--- config.mk ---
export PLATFORM = sky130hd
export DESIGN_NAME = cache_mem_arbiter
export DESIGN_NICKNAME = d
export VERILOG_FILES = /design/src/rtl/cache_mem_arbiter.sv
export SDC_FILE = /design/constraint.sdc
export NUM_CORES = 1
export LEC_CHECK = 0
export CORE_AREA = 2 2 225 227
export DETAILED_ROUTE_END_ITERATION = 10
export DIE_AREA = 0 0 227 229
export PLACE_DENSITY = 0.38
export SLEW_MARGIN = 30
export SYNTH_ARGS = -nofsm -noshare
export SYNTH_HDL_FRONTEND = slang
export SYNTH_SLANG_ARGS = --single-unit
export TNS_END_PERCENT = 30
--- constraint.sdc ---
create_clock -name clk -period 1.18 [get_ports clk]
set_input_delay 0.236 -clock clk [delete_from_list [all_inputs] [get_ports clk]]
set_output_delay 0.236 -clock clk [all_outputs]
set_load 0.05 [all_outputs]
--- src/rtl/cache_mem_arbiter.sv ---
// Shares one downstream memory port between the icache and dcache miss paths.
// One transaction in flight; round-robin on simultaneous requests.
module cache_mem_arbiter #(
  parameter int unsigned offset_width = 2,
  parameter bit          DCACHE_FIRST = 1'b1,
  localparam int unsigned LW = 32 << offset_width
) (
  input  logic          clk,
  input  logic          rstn,

  input  logic          icache_mem_req,
  input  logic [31:0]   icache_mem_addr,
  output logic          mem_icache_addrOK,
  output logic          mem_icache_dataOK,
  output logic [LW-1:0] mem_icache_data,

  input  logic          dcache_mem_req,
  input  logic          dcache_mem_wr,
  input  logic [1:0]    dcache_mem_size,
  input  logic [3:0]    dcache_mem_wstrb,
  input  logic [31:0]   dcache_mem_addr,
  input  logic [31:0]   dcache_mem_wdata,
  output logic          mem_dcache_addrOK,
  output logic          mem_dcache_dataOK,
  output logic [LW-1:0] mem_dcache_data,

  output logic          arb_mem_req,
  output logic          arb_mem_wr,
  output logic [1:0]    arb_mem_size,
  output logic [3:0]    arb_mem_wstrb,
  output logic [31:0]   arb_mem_addr,
  output logic [31:0]   arb_mem_wdata,
  output logic          arb_mem_src,
  input  logic          mem_arb_addrOK,
  input  logic          mem_arb_dataOK,
  input  logic [LW-1:0] mem_arb_data
);

  typedef enum logic [2:0] {StIdle, StIAddr, StIData, StDAddr, StDRdata} state_e;

  state_e state;
  logic   owner;
  logic   rr_pref;

  always_ff @(posedge clk or negedge rstn) begin
    if (!rstn) begin
      state   <= StIdle;
      owner   <= 1'b0;
      rr_pref <= DCACHE_FIRST;
    end else begin
      unique case (state)
        StIdle: begin
          if (icache_mem_req && dcache_mem_req) begin
            // Winner takes the grant, preference passes to the loser.
            state   <= rr_pref ? StDAddr : StIAddr;
            owner   <= rr_pref;
            rr_pref <= ~rr_pref;
          end else if (icache_mem_req) begin
            state <= StIAddr;
            owner <= 1'b0;
          end else if (dcache_mem_req) begin
            state <= StDAddr;
            owner <= 1'b1;
          end
        end
        StIAddr: begin
          if (mem_arb_addrOK) state <= mem_arb_dataOK ? StIdle : StIData;
        end
        StIData: begin
          if (mem_arb_dataOK) state <= StIdle;
        end
        StDAddr: begin
          // Writes complete on address acceptance; reads may finish in the same cycle.
          if (mem_arb_addrOK) begin
            state <= (dcache_mem_wr || mem_arb_dataOK) ? StIdle : StDRdata;
          end
        end
        StDRdata: begin
          if (mem_arb_dataOK) state <= StIdle;
        end
        default: state <= StIdle;
      endcase
    end
  end

  always_comb begin
    arb_mem_req       = 1'b0;
    arb_mem_wr        = 1'b0;
    arb_mem_size      = 2'd2;
    arb_mem_wstrb     = 4'b0000;
    arb_mem_addr      = 32'h0;
    arb_mem_wdata     = 32'h0;
    mem_icache_addrOK = 1'b0;
    mem_icache_dataOK = 1'b0;
    mem_dcache_addrOK = 1'b0;
    mem_dcache_dataOK = 1'b0;
    unique case (state)
      StIAddr: begin
        arb_mem_req       = 1'b1;
        arb_mem_addr      = icache_mem_addr;
        mem_icache_addrOK = mem_arb_addrOK;
        mem_icache_dataOK = mem_arb_addrOK & mem_arb_dataOK;
      end
      StIData: begin
        mem_icache_dataOK = mem_arb_dataOK;
      end
      StDAddr: begin
        arb_mem_req       = 1'b1;
        arb_mem_wr        = dcache_mem_wr;
        arb_mem_size      = dcache_mem_size;
        arb_mem_wstrb     = dcache_mem_wstrb;
        arb_mem_addr      = dcache_mem_addr;
        arb_mem_wdata     = dcache_mem_wdata;
        mem_dcache_addrOK = mem_arb_addrOK;
        mem_dcache_dataOK = mem_arb_addrOK & mem_arb_dataOK & ~dcache_mem_wr;
      end
      StDRdata: begin
        mem_dcache_dataOK = mem_arb_dataOK;
      end
      default: ;
    endcase
  end

  assign arb_mem_src     = (state != StIdle) & owner;
  assign mem_icache_data = mem_arb_data;
  assign mem_dcache_data = mem_arb_data;

endmodule

# [Word-level counts from Yosys, hierarchy flattened]
# Index checks and enable logic that the tools add are counted.
[classes] mux=23 reduce_logical=10 n_bitwise=5 eq_ne=8
[op_table] cell="32-bit case mux with 2 select lines" n=1
[op_table] cell="32-bit 2-to-1 mux" n=1
[op_table] cell="3-bit 2-to-1 mux" n=7
[op_table] cell="3-bit case mux with 4 select lines" n=1
[op_table] cell="1-bit 2-to-1 mux" n=7
[op_table] cell="3-bit by 2-bit equality test with 1-bit output (second input constant)" n=2
[op_table] cell="2-bit 2-to-1 mux" n=3
[op_table] cell="3-bit nonzero test" n=2
[op_table] cell="4-bit 2-to-1 mux" n=1
[op_table] cell="2-bit inequality test (second input constant)" n=2
[op_table] cell="4-bit inequality test (second input constant)" n=1
[op_table] cell="1-bit case mux with 2 select lines" n=2
[op_table] cell="2-bit AND reduction" n=2
[op_table] cell="4-bit AND reduction" n=1
[op_table] cell="2-bit OR reduction" n=2
[op_table] cell="1-bit AND" n=3
[op_table] cell="3-bit by 1-bit equality test with 1-bit output (second input constant)" n=1
[op_table] cell="3-bit equality test (second input constant)" n=1
[op_table] cell="3-bit logical NOT" n=1
[op_table] cell="2-bit by 1-bit inequality test with 1-bit output (second input constant)" n=1
[op_table] cell="1-bit inverter" n=2
[op_table] cell="1-bit logical AND" n=1
[op_table] cell="1-bit logical OR" n=1
[word_totals] input_bits=237 wordCells=49 register_bits=5 out_inout_bits=333

# [Longest topological paths before layout]
[logic_depth] depth_word=4 ltp_mapped=5 mapped_depth_nobuf=4

# [Least setup slack after synthesis]
# Ideal clock, no wire load.
[synth_path] path_kind="register -> output" from="register state[1]" to="output port mem_icache_addrOK" required_time_ps=944 t_arrival_ps=1976 stages_incl_launch_ff=5 setup_slack_ps=-1032 path_cell_list="dfrtp_1 > buf_2 > buf_4 > clkbuf_1 > nor3b_1"
[synth_via] elab_chain_cells=2
[synth_rtl] item="start: declaration" line_no="41" text="state_e state;"
[synth_rtl] item="start signal: assignment" line_no="47" text="state <= StIdle;"
[synth_rtl] item="start signal: assignment" line_no="55" text="state <= rr_pref ? StDAddr : StIAddr;"
[synth_rtl] item="start signal: assignment" line_no="59" text="state <= StIAddr;"
[synth_rtl] item="3-bit by 1-bit equality test with 1-bit output" line_no="97" text="unique case (state)"
[synth_rtl] item="1-bit 2-to-1 mux" line_no="97"
[synth_rtl] item="end: declaration" line_no="13" text="output logic mem_icache_addrOK,"
# Every way passes these cells.

# [Worst setup path after layout]
[layout_path] from="register state[1]" to="output port arb_mem_wdata[9]"
[layout_via] elab_chain_cells=2
[layout_rtl] item="3-bit by 2-bit equality test with 1-bit output" line_no="97"
[layout_rtl] item="32-bit 2-to-1 mux" line_no="97"
[layout_rtl] item="end: declaration" line_no="32" text="output logic [31:0] arb_mem_wdata,"
# Every way passes these cells.

==> impl_metrics.py <==
metrics = {
    "yosys": {
        "synth_top_area_frac": 0.642,
        "avgSynthCellArea_um2": 7.40,
        "synth_cell_types": 24,
        "yosys_warnings": 0,
        "synth_fp_nets": 645,
        "ys_seq_area_frac": 0.0419,
        "syn_area_um2": 3020,
        "synth_cells": 408,
        "ys_seq_elements": 5,
        "netlist_top_cells_area": "buf_4, mux2i_1, and3_1, nor2_1, dfrtp_1",
        "synth_top_cell_by_area": "buf_4",
    },
    "routing": {
        "ant_nets": 0,
        "vias": 2261,
        "vias_per_cell": 2.20,
        "drtIter0Drc": 54,
        "dr.pass1.iters": 4,
        "wirelength_mm": 12.5,
        "routedWlPerCell_um": 12.1,
        "drc": 0,
    },
    "timing": {
        "fin_skew_ns": 0.00222,
        "drv_slew": 0,
        "hold_viol_final": 0,
        "clock.fmax_ghz": 0.554,
        "fin_crit_sh": 1.53,
        "setup_viol": 81,
        "setup_slack_ns": -0.624,
        "rsz0062_at_grt": "yes",
        "worst_pin_slew_ns": 0.293,
        "slew_headroom": 0.799,
        "final.min_clock_period_ns": 1.80,
    },
    "outcome": {
        "status": "finished, violations left",
        "violations": "negative setup slack",
    },
    "placed_design": {
        "place_area_um2": 4840,
        "place_inst": 1020,
        "gp_congestion": 0.665,
        "io_buffer_count": 185,
        "dp_slack_ns": -0.635,
        "hpwl_mm": 10.7,
    },
    "flow_run": {
        "drv_cap": 0,
    },
    "layout": {
        "layout-drive-gt1-share": 0.591,
        "fin_cells": 1030,
        "fin_nets": 595,
        "final_cell_mix": "clkdlybuf4s50_1, buf_12, and3_2",
        "fillers": 5757,
        "area_growth_pct": 72.2,
        "fin_area_um2": 5200,
        "final_util": 0.105,
        "final_common_cell": "clkdlybuf4s50_1",
    },
    "global_routing": {
        "grt_max_degree": 27,
        "grt_pass1_vias": 2413,
        "track_usage": 0.0425,
        "antenna_found_initial": 2,
        "grt_pass1_wl_mm": 15.9,
        "grt-ovfl-total": 0,
    },
    "clock_tree": {
        "clock_sinks": 5,
        "cts_buffers": 3,
        "cts.clk_slew.worst_paths_ns": 0.03,
        "hold_buffers": 0,
        "cts_tree": "done",
        "cts_htree_levels": 1,
        "root_buffer": "clkbuf_16",
        "clk_latency_ns": 0.23,
        "cts_buffer_depth": 2,
    },
    "critical_path": {
        "regToRegSetupSlack_ns": -0.12,
        "worstPathMaxFanout": 13,
        "crit-reg2reg-launch": "state[1]",
        "cp.arrival_ns": 1.57,
        "endpoint_kind": "output pin",
        "startpoint_type": "flip-flop",
        "ff2ff_path_depth": 5,
        "worstPathRequired_ns": 0.94,
        "worst-setup-path-type": "flip-flop to output pin",
        "rr_endpoint": "rr_pref",
    },
    "power": {
        "total_leakage_power_nw": 1.85,
        "powerDensity_nw_per_um2": 2280,
        "ir_drop_mv": 0.726,
        "power.total_mw": 11.8,
    },
    "floorplanning": {
        "fp.dieArea_um2": 52000,
        "io_pins": 570,
        "num_rows": 82,
        "core_area_um2": 49700,
        "start_util": 0.0608,
        "die_height_um": 229,
        "die_w_um": 227,
    },
    "worst_hold_path": {
        "min_path_type": "input pin to asynchronous set/reset pin",
    },
}
[critical path: stages, from the launching register on]
cell     delay [ns]
dfrtp_4        0.52
buf_12         0.17
buf_12         0.15
buf_4          0.14
and3_2         0.19
buf_12         0.15
[synth_stat cells]
cell type,count
nand3_1,1
dfstp_2,1
a21oi_1,2
clkbuf_1,4
buf_4,258
nand2b_1,1
nand3b_1,1
buf_2,7
o21ai_0,2
nor3b_1,3
dfrtp_1,4
nor2_1,35
o31a_1,1
xnor2_1,1
buf_6,4
nand2_1,2
a31oi_1,1
inv_4,1
nor3_2,1
a32oi_1,1
mux2_2,2
nor2b_1,4
mux2i_1,32
and3_1,39
[stage by stage]
step                setup TNS [ns]  hold slack [ns]
detailed placement          -23.43            0.472
global route                -43.41            0.257
global placement            -23.31            0.472
finish                      -39.76            0.240
CTS                         -40.46            0.243
floorplan                   -23.85          -0.0596
[logic make-up (layout without fill, tap and decap cells)]
| family | count (synthesis) | after routing | synth area share |
|---|---|---|---|
| buffers and inverters | 274 | 223 | 0.675 |
| and+or+nand+nor | 87 | 87 | 0.152 |
| muxes | 34 | 34 | 0.114 |
| AOI/OAI and AO/OA | 7 | 7 | 0.0145 |
| DFF | 5 | 5 | 0.0419 |
| xor gates and xnor gates | 1 | 1 | 0.00290 |
| other | 0 | 1 | 0 |
[report_power, final]
group | total [mW] | switching (mW) | internal, mW | leakage, nW
sequential | 0.379 | 0.103 | 0.276 | 0.0579
combinational | 10.9 | 5.78 | 5.11 | 1.75
clock | 0.559 | 0.116 | 0.443 | 0.0409
total | 11.8 | 6.00 | 5.83 | 1.85
[area by class of cell]
cell class | count | area [um2] | area share
flip-flops and latches | 5 | 131 | 0.0253
well taps | 672 | 841 | 0.162
clock buffers | 3 | 75.1 | 0.0144
clock inverters | 1 | 5.00 | 0.000963
multi-input cells | 129 | 1310 | 0.251
diodes | 1 | 2.50 | 0.000481
repair buffers | 218 | 2830 | 0.544
inverters | 1 | 11.3 | 0.00217
[worst max path at each step]
stage / start / endpoint / slack, ns / depth (start not counted)
after floorplan: state[2] / arb_mem_size[1] / -0.38 / 5
after global placement: mem_arb_addrOK / mem_icache_dataOK / -0.62 / 5
after detailed placement: mem_arb_addrOK / mem_icache_dataOK / -0.64 / 5
after CTS: state[1] / arb_mem_wdata[10] / -0.64 / 5
after global routing: state[1] / arb_mem_wdata[16] / -0.66 / 5
final: state[1] / arb_mem_wdata[9] / -0.62 / 5
[sequential cells by signal, indices dropped and copies added, names as in the netlist]
name / flops
owner: 1
rr_pref: 1
state: 3
[repair_timing]
item,in CTS,in global routing
cloned,0,1
gates resized for setup,36,21
pin swaps,3,6
buffers inserted,2,3
setup endpoints to repair,82,82
[metal layers]
metal / part of all wire / up-vias / GRT usage / routed length, um
met3: 0.17 / 127 / 0.0217 / 2080
met4: 0.10 / 0 / 0.0470 / 1310
met5: 0 / - / 0 / 0
li1: - / 950 / - / -
met1: 0.21 / 897 / 0.0251 / 2640
met2: 0.52 / 287 / 0.0816 / 6460
Power figures use the tool's default switching activity.
